===== src/rtl/pipe_d2e.sv =====
// -----------------------------------------------------------------------------
// pipe_d2e : decode-to-execute pipeline register of the 5-stage MIPS core.
//
// Captures the decoded instruction, PC+8, both forwarded register operands and
// the extended immediate, and presents them to EX one cycle later. It also:
//   - inserts a NOP bubble when decode is stalled or flushed,
//   - holds its contents while EX is stalled (mult/div busy),
//   - ages Tnew by one stage for the hazard unit,
//   - counts inserted bubbles in a saturating statistics counter.
//
// Ports
//   clk, reset            rising-edge clock, asynchronous active-high reset
//   hold_e                EX stalled: keep every output (bubble_e ignored)
//   bubble_e              load a NOP bubble into EX on this edge
//   instr_d, pc8_d        decode instruction word and its PC+8
//   rs_data_d, rt_data_d  forwarded register operands
//   imm_d                 32-bit extended immediate (passed bit-exact)
//   wreg_d, tnew_d        destination register and Tnew measured in D
//   instr_e .. tnew_e     registered copies presented to EX
//   valid_e               1 = real instruction, 0 = bubble
//   bubble_cnt            bubbles inserted since reset, saturating
// -----------------------------------------------------------------------------
module pipe_d2e #(
    parameter logic [31:0] NOP_INSTR = 32'h0000_0000,
    parameter int          CNT_W     = 16
) (
    input  logic             clk,
    input  logic             reset,
    input  logic             hold_e,
    input  logic             bubble_e,
    input  logic [31:0]      instr_d,
    input  logic [31:0]      pc8_d,
    input  logic [31:0]      rs_data_d,
    input  logic [31:0]      rt_data_d,
    input  logic [31:0]      imm_d,
    input  logic [4:0]       wreg_d,
    input  logic [1:0]       tnew_d,
    output logic [31:0]      instr_e,
    output logic [31:0]      pc8_e,
    output logic [31:0]      rs_data_e,
    output logic [31:0]      rt_data_e,
    output logic [31:0]      imm_e,
    output logic [4:0]       wreg_e,
    output logic [1:0]       tnew_e,
    output logic             valid_e,
    output logic [CNT_W-1:0] bubble_cnt
);

    localparam logic [CNT_W-1:0] CNT_MAX = {CNT_W{1'b1}};
    localparam logic [CNT_W-1:0] CNT_ONE = {{(CNT_W-1){1'b0}}, 1'b1};

    logic [31:0]      r_instr;
    logic [31:0]      r_pc8;
    logic [31:0]      r_rs;
    logic [31:0]      r_rt;
    logic [31:0]      r_imm;
    logic [4:0]       r_wreg;
    logic [1:0]       r_tnew;
    logic             r_valid;
    logic [CNT_W-1:0] r_cnt;

    logic [31:0]      w_instr;
    logic [31:0]      w_pc8;
    logic [31:0]      w_rs;
    logic [31:0]      w_rt;
    logic [31:0]      w_imm;
    logic [4:0]       w_wreg;
    logic [1:0]       w_tnew;
    logic             w_valid;
    logic [CNT_W-1:0] w_cnt;
    logic [1:0]       w_tnew_aged;
    logic [CNT_W-1:0] w_cnt_inc;

    // Tnew ages by one stage on entry to EX; a result already available stays at 0.
    always_comb begin
        if (tnew_d == 2'd0) begin
            w_tnew_aged = 2'd0;
        end else begin
            w_tnew_aged = tnew_d - 2'd1;
        end
    end

    // Saturating increment of the bubble counter: it sticks at all-ones.
    always_comb begin
        if (r_cnt == CNT_MAX) begin
            w_cnt_inc = r_cnt;
        end else begin
            w_cnt_inc = r_cnt + CNT_ONE;
        end
    end

    // Next-state selection with priority hold > bubble > load.
    always_comb begin
        w_instr = r_instr;
        w_pc8   = r_pc8;
        w_rs    = r_rs;
        w_rt    = r_rt;
        w_imm   = r_imm;
        w_wreg  = r_wreg;
        w_tnew  = r_tnew;
        w_valid = r_valid;
        w_cnt   = r_cnt;
        if (hold_e) begin
            w_cnt = r_cnt;
        end else if (bubble_e) begin
            // wreg is forced to 0 so the hazard unit can never forward from a bubble.
            w_instr = NOP_INSTR;
            w_pc8   = 32'h0000_0000;
            w_rs    = 32'h0000_0000;
            w_rt    = 32'h0000_0000;
            w_imm   = 32'h0000_0000;
            w_wreg  = 5'd0;
            w_tnew  = 2'd0;
            w_valid = 1'b0;
            w_cnt   = w_cnt_inc;
        end else begin
            w_instr = instr_d;
            w_pc8   = pc8_d;
            w_rs    = rs_data_d;
            w_rt    = rt_data_d;
            w_imm   = imm_d;
            w_wreg  = wreg_d;
            w_tnew  = w_tnew_aged;
            w_valid = 1'b1;
            w_cnt   = r_cnt;
        end
    end

    // Pipeline register; reset clears to a bubble state without waiting for a clock edge.
    always_ff @(posedge clk or posedge reset) begin
        if (reset) begin
            r_instr <= NOP_INSTR;
            r_pc8   <= 32'h0000_0000;
            r_rs    <= 32'h0000_0000;
            r_rt    <= 32'h0000_0000;
            r_imm   <= 32'h0000_0000;
            r_wreg  <= 5'd0;
            r_tnew  <= 2'd0;
            r_valid <= 1'b0;
            r_cnt   <= {CNT_W{1'b0}};
        end else begin
            r_instr <= w_instr;
            r_pc8   <= w_pc8;
            r_rs    <= w_rs;
            r_rt    <= w_rt;
            r_imm   <= w_imm;
            r_wreg  <= w_wreg;
            r_tnew  <= w_tnew;
            r_valid <= w_valid;
            r_cnt   <= w_cnt;
        end
    end

    assign instr_e    = r_instr;
    assign pc8_e      = r_pc8;
    assign rs_data_e  = r_rs;
    assign rt_data_e  = r_rt;
    assign imm_e      = r_imm;
    assign wreg_e     = r_wreg;
    assign tnew_e     = r_tnew;
    assign valid_e    = r_valid;
    assign bubble_cnt = r_cnt;

endmodule


===== config.mk =====
export PLATFORM = sky130hd
export DESIGN_NAME = pipe_d2e
export DESIGN_NICKNAME = d
export VERILOG_FILES = /design/src/rtl/pipe_d2e.sv
export SDC_FILE = /design/constraint.sdc
export NUM_CORES = 1
export LEC_CHECK = 0
export BUFFER_PORTS_ARGS = -buffer_cell sky130_fd_sc_hd__buf_2
export CAP_MARGIN = 20
export CORE_ASPECT_RATIO = 0.75
export CORE_MARGIN = 5
export CORE_UTILIZATION = 30
export CTS_CLUSTER_DIAMETER = 120
export DETAILED_ROUTE_END_ITERATION = 8
export GPL_TIMING_DRIVEN = 1
export SETUP_SLACK_MARGIN = 0.05
export SYNTH_ARGS = -nofsm -noshare
export SYNTH_HDL_FRONTEND = slang
export SYNTH_SLANG_ARGS = --single-unit

===== constraint.sdc =====
create_clock -name clk -period 12 [get_ports clk]
set_input_delay 1.8 -clock clk [delete_from_list [all_inputs] [get_ports clk]]
set_output_delay 1.8 -clock clk [all_outputs]
set_load 0.02 [all_outputs]

Word-level counts from Yosys, hierarchy flattened --
Cells that the tools add are included.
Storage, ports and cells: register bits after elaboration 184, bits of input ports 171, word-level logic and storage cells 25
Cells by class: add/sub/neg operators 2, multiplexer cells 9, reductions and logical operators 2, bitwise logic cells 2, eq/ne operators 1
Operators with widths (number):
- $mux 32 | 5
- $add 16x1->16 const B | 1
- $eq 16x16->1 const B | 1
- $mux 5 | 1
- $mux 2 | 2
- $reduce_and 3->1 | 1
- $logic_not 2->1 | 1
- $not 1->1 | 2
- $sub 2x1->2 const B | 1
- $mux 1 | 1

Depth between registers and ports, before layout --
Gate-level depths: netlist of run 1.
depth after elaboration 3, depth in mapped cells 5

Worst setup path before layout of run 1 --
Ideal clock, no wire load.
kind in2reg, start point input port hold_e, end point register r_tnew[1], in the netlist tnew_e[1], arrival 2.690 ns, required time 11.864 ns, cell stages on the path 4, buffers on the path 3, path slack 9.174 ns, setup time 0.136 ns, path through clkbuf_1 > clkbuf_1 > clkbuf_1 > o21ai_0
RTL lines:
- from (decl) | RTL line 29 | input logic hold_e,
- to (signal assigned) | RTL line 148 | r_tnew <= w_tnew;
- to (decl) | RTL line 58 | logic [1:0] r_tnew;
No word-level cell between the ends.

Worst setup path after layout of run 1 --
start point input port hold_e, end point register r_imm[31], in the netlist imm_e[31]
RTL lines:
- to (signal assigned) | RTL line 146 | r_imm <= w_imm;
- to (decl) | RTL line 56 | logic [31:0] r_imm;
No word-level cell between the ends.

==> flow_summary.json, run 1 <==
{
  "status": "finished, final reports clean",
  "synthAdderAreaFrac_pct": 0.189,
  "mostFrequentLayoutCells": "buf_2, dfrtp_1, a22o_1, clkbuf_16",
  "setup.worst_path.end_class": "flip-flop",
  "drt_iter0_drc": 349,
  "grt_remaining_overflow": 0,
  "firstDrtPassIters": 4,
  "cp-start-kind": "input pin",
  "synthArstFlopShare_pct": 100,
  "io_pins": 355,
  "numCtsBuffers": 17,
  "ant_nets": 0,
  "antenna_found_initial": 1,
  "ir_drop_v": 0.0000952,
  "clock_skew_ns": 0.0133,
  "h-tree-depth": 4,
  "p_sw_share_pct": 30.6,
  "row_count": 47,
  "grt_max_degree": 98,
  "synth_top_flop_cell": "dfrtp_1",
  "hpwl_mm": 13.5,
  "fp.dieW_um": 182,
  "fmax_mhz": 292,
  "synthMuxAreaShare_pct": 0.170,
  "grt_pass1_vias": 5425,
  "final-setup-viol-count": 0,
  "p_leak_nw": 5.10,
  "synthDistinctLibCells": 29,
  "hold_viol": 0,
  "rsz0062_at_grt": "no",
  "comb_power_share_pct": 16.4,
  "clk_latency_ns": 0.42,
  "die_y_um": 139,
  "post_dp_cell_area_um2": 8690,
  "yosysWarnings": 0,
  "synth_nets": 625,
  "io_buffers": 354,
  "synth.cell_area_um2": 6640,
  "design_area_um2": 9270,
  "slew_violations": 0,
  "pwr-share-seq_pct": 47.1,
  "layout_commonest_cell": "buf_2",
  "power_frac_clock_pct": 36.5,
  "synth_top_cell_area_share_pct": 69.4,
  "wl_per_cell_um": 17.8,
  "cts_buffer_depth": 2,
  "fin_nets": 966,
  "netlist_instances": 453,
  "yosys.area_share.simple_pct": 3.96,
  "crit_required_ns": 12.35,
  "grt_pass1_wl_mm": 30.9,
  "synth_area_leaders": "dfrtp_1, a22o_1, clkbuf_1",
  "cts_tree": "yes",
  "coreArea_um2": 21900,
  "die_area_um2": 25200,
  "p_per_area_nw_per_um2": 163,
  "tightest_slew_ns": 1.06,
  "ys_seq_elements": 184,
  "setup_tns_ns": 0,
  "path_max_fanout": 90,
  "synth_area_leader_cell": "dfrtp_1",
  "relSlewSlack_pct": 29.1,
  "maxCapViolations": 0,
  "synth_sequential_area_ratio_pct": 69.4,
  "timing.final.crit_share_pct": 28.5,
  "num_vias": 5207,
  "min_path_type": "flip-flop to flip-flop",
  "p_int_mw": 1.05,
  "grt_usage_pct": 15.2,
  "cts_root_buf": "clkbuf_16",
  "place_congestion": 0.774,
  "synth_xor_area_share_pct": 1.58,
  "cp.arrival_ns": 3.77,
  "worstSetupPathType": "input pin to flip-flop",
  "cts_resized": 0,
  "drive_above_1_share_pct": 49.6,
  "drt_wl_total_mm": 19.6,
  "synth_top_family_by_area": "compound AO/OA/AOI/OAI gates",
  "synth_compound_area_share_pct": 22.5,
  "p_switching_uw": 463,
  "avgViaCountPerCell": 4.73,
  "drc": 0,
  "syn_to_final_growth_pct": 39.7,
  "cts.clk_slew.worst_paths_ns": 0.07,
  "synth_edf_count": 0,
  "post-route-min-period_ns": 3.42,
  "start_util_pct": 30.2,
  "cts_num_sinks": 184,
  "postCtsSetupBuffers": 0,
  "synth_area_per_cell_um2": 14.6,
  "hold_buffers": 0
}
-- routing by layer --
layer / global-route usage (%) / wire [um]
met5: 0 / 0
met4: 5.09 / 408
met3: 4.04 / 1260
met2: 23.3 / 9220
met1: 21.2 / 8750
-- critical path, cell delays in order --
cell	delay [ns]
buf_4	0.65
buf_4	0.87
a22o_1	0.28
-- area by class of cell --
type | instances | area (um^2)
fillers | 2099 | 12700
flip-flops and latches | 184 | 4600
multi-input cells | 230 | 1890
repair buffers | 359 | 1810
clock buffers | 17 | 425
well taps | 294 | 368
clock inverters | 15 | 155
inverters | 2 | 12.5
diodes | 1 | 2.50
-- cell usage after synthesis, types with 2 or more instances --
cell type / n
nor2_1: 2
nand3b_1: 2
clkbuf_1: 33
nand2_1: 11
nand4_2: 2
o21ai_0: 8
xor2_1: 11
a22o_1: 164
nor3_1: 8
inv_1: 2
buf_1: 4
nand2b_1: 2
nand4_1: 3
dfrtp_1: 184
nand3_1: 3
-- power groups by stage --
stage                     sequential (mW)  clock (mW)  combinational [mW]
after detailed placement            0.722           0               0.253
after floorplan                     0.787           0              0.0759
after global placement              0.723           0               0.250
final                               0.712       0.552               0.249
after CTS                           0.712       0.573               0.253
after global routing                0.721       0.602               0.269
-- path summary, 6_finish.rpt --
check	from	slack [ns]	end	depth (start not counted)
max	hold_e	8.58	imm_e[31]	3
min	tnew_e[1]	0.48	tnew_e[1]	2
max reg2reg	bubble_cnt[7]	10.12	bubble_cnt[1]	4
min reg2reg	tnew_e[1]	0.48	tnew_e[1]	2
max in group asynchronous	reset	9.32	instr_e[24]	3
min in group asynchronous	reset	1.36	rs_data_e[13]	2
-- cell families (layout without fill, tap and decap cells) --
group           count (synthesis)  in the layout
other cells                     0              1
flops                         184            184
buf+inv                        39            393
compound gates                174            174
simple gates                   42             42
fa+ha+maj                       1              1
xor+xnor                       12             12
mux                             1              1
-- sequential cells by signal, summed over array words and instances (netlist names) --
name and flops:
bubble_cnt 16, imm_e 32, instr_e 32, pc8_e 32, rs_data_e 32, rt_data_e 32, tnew_e 2, valid_e 1
wreg_e 5
-- stage by stage --
stage | setup slack (ns) | total power [mW] | hold WS, ns | utilization (%) | instances
4_1_cts | 8.66 | 1.54 | 0.484 | 42.3 | 1101
6_report | 8.58 | 1.51 | 0.480 | 42.3 | 1102
3_5_place_dp | 8.19 | 0.976 | 0.467 | 39.6 | 1069
3_3_place_gp | 8.25 | 0.974 | 0.460 | 39.6 | 1069
5_1_grt | 8.51 | 1.59 | 0.509 | 42.3 | 1102
2_1_floorplan | 5.20 | 0.863 | 0.589 | - | 453
Note: power is estimated with default switching activity, not from simulation.
==> inputs of run 2 (changes only) <==
ABC_AREA = 1   (was not set)
clock period = 2.9 ns   (was 12 ns; I/O delays follow)
==> flow_summary.json, run 2 <==
{
  "cts_tree": "yes",
  "status": "finished, final reports clean",
  "final-setup-viol-count": 0,
  "synthDistinctLibCells": 20,
  "rsz0062_at_grt": "no",
  "finish.utilization_pct": 41.0,
  "numCtsBuffers": 17,
  "synth_top_flop_cell": "dfrtp_1",
  "critPathLaunch": "bubble_cnt[1]",
  "fillers": 2679,
  "synth.cell_area_um2": 8030,
  "postCtsSetupBuffers": 0,
  "antenna_found_initial": 1,
  "cp-start-kind": "flip-flop",
  "worstReg2RegStart": "bubble_cnt[1]",
  "setup.worst_path.end_class": "flip-flop",
  "pre_cts_ws_ns": 0.974,
  "grt_usage_pct": 14.5,
  "comb_power_share_pct": 17.0,
  "clock_skew_ns": 0.00448,
  "rr_worst_depth": 9,
  "synth_nets": 1036,
  "yosysWarnings": 0,
  "synth_top_cell_area_share_pct": 57.3,
  "h-tree-depth": 4,
  "synth_area_leader_cell": "dfrtp_1",
  "wl_per_cell_um": 14.4,
  "crit_required_ns": 3.21,
  "drive_above_1_share_pct": 42.8,
  "cts_resized": 0,
  "synth_most_common_cell": "nand2_1",
  "grt_max_degree": 74,
  "io_buffers": 354,
  "relSlewSlack_pct": 50.6,
  "cts_root_buf": "clkbuf_16",
  "cts_num_sinks": 184,
  "synth_sequential_area_ratio_pct": 57.3,
  "grt_pass1_wl_mm": 34.8,
  "p_leak_nw": 6.18,
  "io_pins": 355,
  "coreArea_um2": 26200,
  "cp.arrival_ns": 2.09,
  "path_max_fanout": 27,
  "hold_buffers": 0,
  "die_area_um2": 30200,
  "drt_wl_total_mm": 22.6,
  "hold-worst-slack_ns": 0.0446,
  "hold_viol": 0,
  "ir_drop_v": 0.000362,
  "synth_edf_count": 0,
  "grt_pass1_vias": 6478,
  "p_int_mw": 4.65,
  "maxCapViolations": 0,
  "row_count": 51,
  "num_vias": 6496,
  "min_path_type": "input pin to asynchronous set/reset pin",
  "clk_latency_ns": 0.42,
  "firstDrtPassIters": 4,
  "cts.clk_slew.worst_paths_ns": 0.07,
  "drc": 0,
  "design_area_um2": 10700,
  "ant_nets": 0,
  "setup_tns_ns": 0,
  "slew_violations": 0,
  "rr_endpoint": "bubble_cnt[3]",
  "p_sw_share_pct": 28.6,
  "fin_ws_ns": 1.12,
  "fmax_mhz": 562,
  "avgViaCountPerCell": 4.15,
  "timing.final.crit_share_pct": 61.4,
  "synth_area_leaders": "dfrtp_1, o21ai_2, nand2_1",
  "synth_common_cells": "nand2_1, inv_1, dfrtp_1",
  "netlist_instances": 864,
  "drt_iter0_drc": 286,
  "post_dp_cell_area_um2": 10100,
  "syn_to_final_growth_pct": 33.6,
  "place_congestion": 0.771,
  "die_y_um": 152,
  "pwr-share-seq_pct": 44.6,
  "power_frac_clock_pct": 38.3,
  "ys_seq_elements": 184,
  "regToRegSetupSlack_ns": 1.12,
  "synthArstFlopShare_pct": 100,
  "worstSetupPathType": "flip-flop to flip-flop",
  "grt_remaining_overflow": 0,
  "synth_area_per_cell_um2": 9.29,
  "post-route-min-period_ns": 1.78,
  "cts_buffer_depth": 2,
  "hpwl_mm": 16.5,
  "mostFrequentLayoutCells": "buf_2, nand2_1, inv_1, dfrtp_1, o21ai_2",
  "layout_commonest_cell": "buf_2",
  "tightest_slew_ns": 0.741,
  "fin_nets": 1378,
  "p_switching_mw": 1.87,
  "start_util_pct": 30.7,
  "fp.dieW_um": 199,
  "p_per_area_nw_per_um2": 607
}
==> run 2: cell types whose count changed in the layout (fill, tap and decap cells not counted), sizes merged, moves of 6 or more <==
cell	change
o21ai	+158
nor3	-6
nand2	+230
nor2	+14
inv	+179
a22o	-164
xor2	-10
nand3	+16
==> run 2: power by group through the flow <==
stage | clock, mW | combinational [mW] | sequential [mW]
finish | 2.50 | 1.11 | 2.91
global route | 2.70 | 1.22 | 2.94
CTS | 2.59 | 1.14 | 2.91
detailed placement | 0 | 1.14 | 2.95
global placement | 0 | 1.13 | 2.95
floorplan | 0 | 0.417 | 3.20
==> run 2: area by class of cell <==
type / count / area, um^2 / share of cell area [%]
Inverter: 189 / 713 / 6.65
Multi-Input combinational cell: 450 / 2420 / 22.6
Antenna cell: 1 / 2.50 / 0.0233
Timing Repair Buffer: 364 / 1920 / 17.9
Clock buffer: 21 / 460 / 4.29
Tap cell: 344 / 430 / 4.01
Sequential cell: 184 / 4600 / 42.9
Clock inverter: 11 / 170 / 1.59
==> run 2: worst max path at each step <==
stage	to	slack, ns
3_3_place_gp	rt_data_e[5]	0.97
2_1_floorplan	bubble_cnt[0]	0.10
5_1_grt	bubble_cnt[7]	0.97
4_1_cts	bubble_cnt[3]	1.12
6_report	bubble_cnt[3]	1.12
3_5_place_dp	rt_data_e[5]	0.97
==> run 2: layer usage <==
layer | track usage [%] | share of wire [%] | vias up
met1 | 18.3 | 42 | 3017
met2 | 23.6 | 49 | 187
met5 | 0 | 0.031 | -
met3 | 5.37 | 7.9 | 20
li1 | - | - | 3270
met4 | 4.31 | 1.2 | 2
==> run 2: cells by family (layout without fill, tap and decap cells) <==
family / after synthesis / count (layout) / share of synthesized area (%)
buf+inv: 230 / 585 / 12.5
xor+xnor: 1 / 1 / 0.109
simple gates: 281 / 281 / 13.8
fa+ha+maj: 1 / 1 / 0.156
other cells: 0 / 1 / 0
compound gates: 167 / 167 / 16.0
flops: 184 / 184 / 57.3
==> run 2: through the flow <==
step                total power [mW]  instances
floorplan                       3.62        864
global placement                4.08       1531
detailed placement              4.09       1531
CTS                             6.63       1563
global route                    6.85       1563
finish                          6.52       1564
==> run 2: worst max-delay path, stage by stage, from the launching register on <==
cell,delay (ns)
dfrtp_1,0.45
ha_1,0.22
inv_1,0.09
nor2_4,0.06
nand2_2,0.09
nor2_2,0.06
nor2_4,0.45
nand2_1,0.12
nand2_1,0.09
nand2_1,0.04
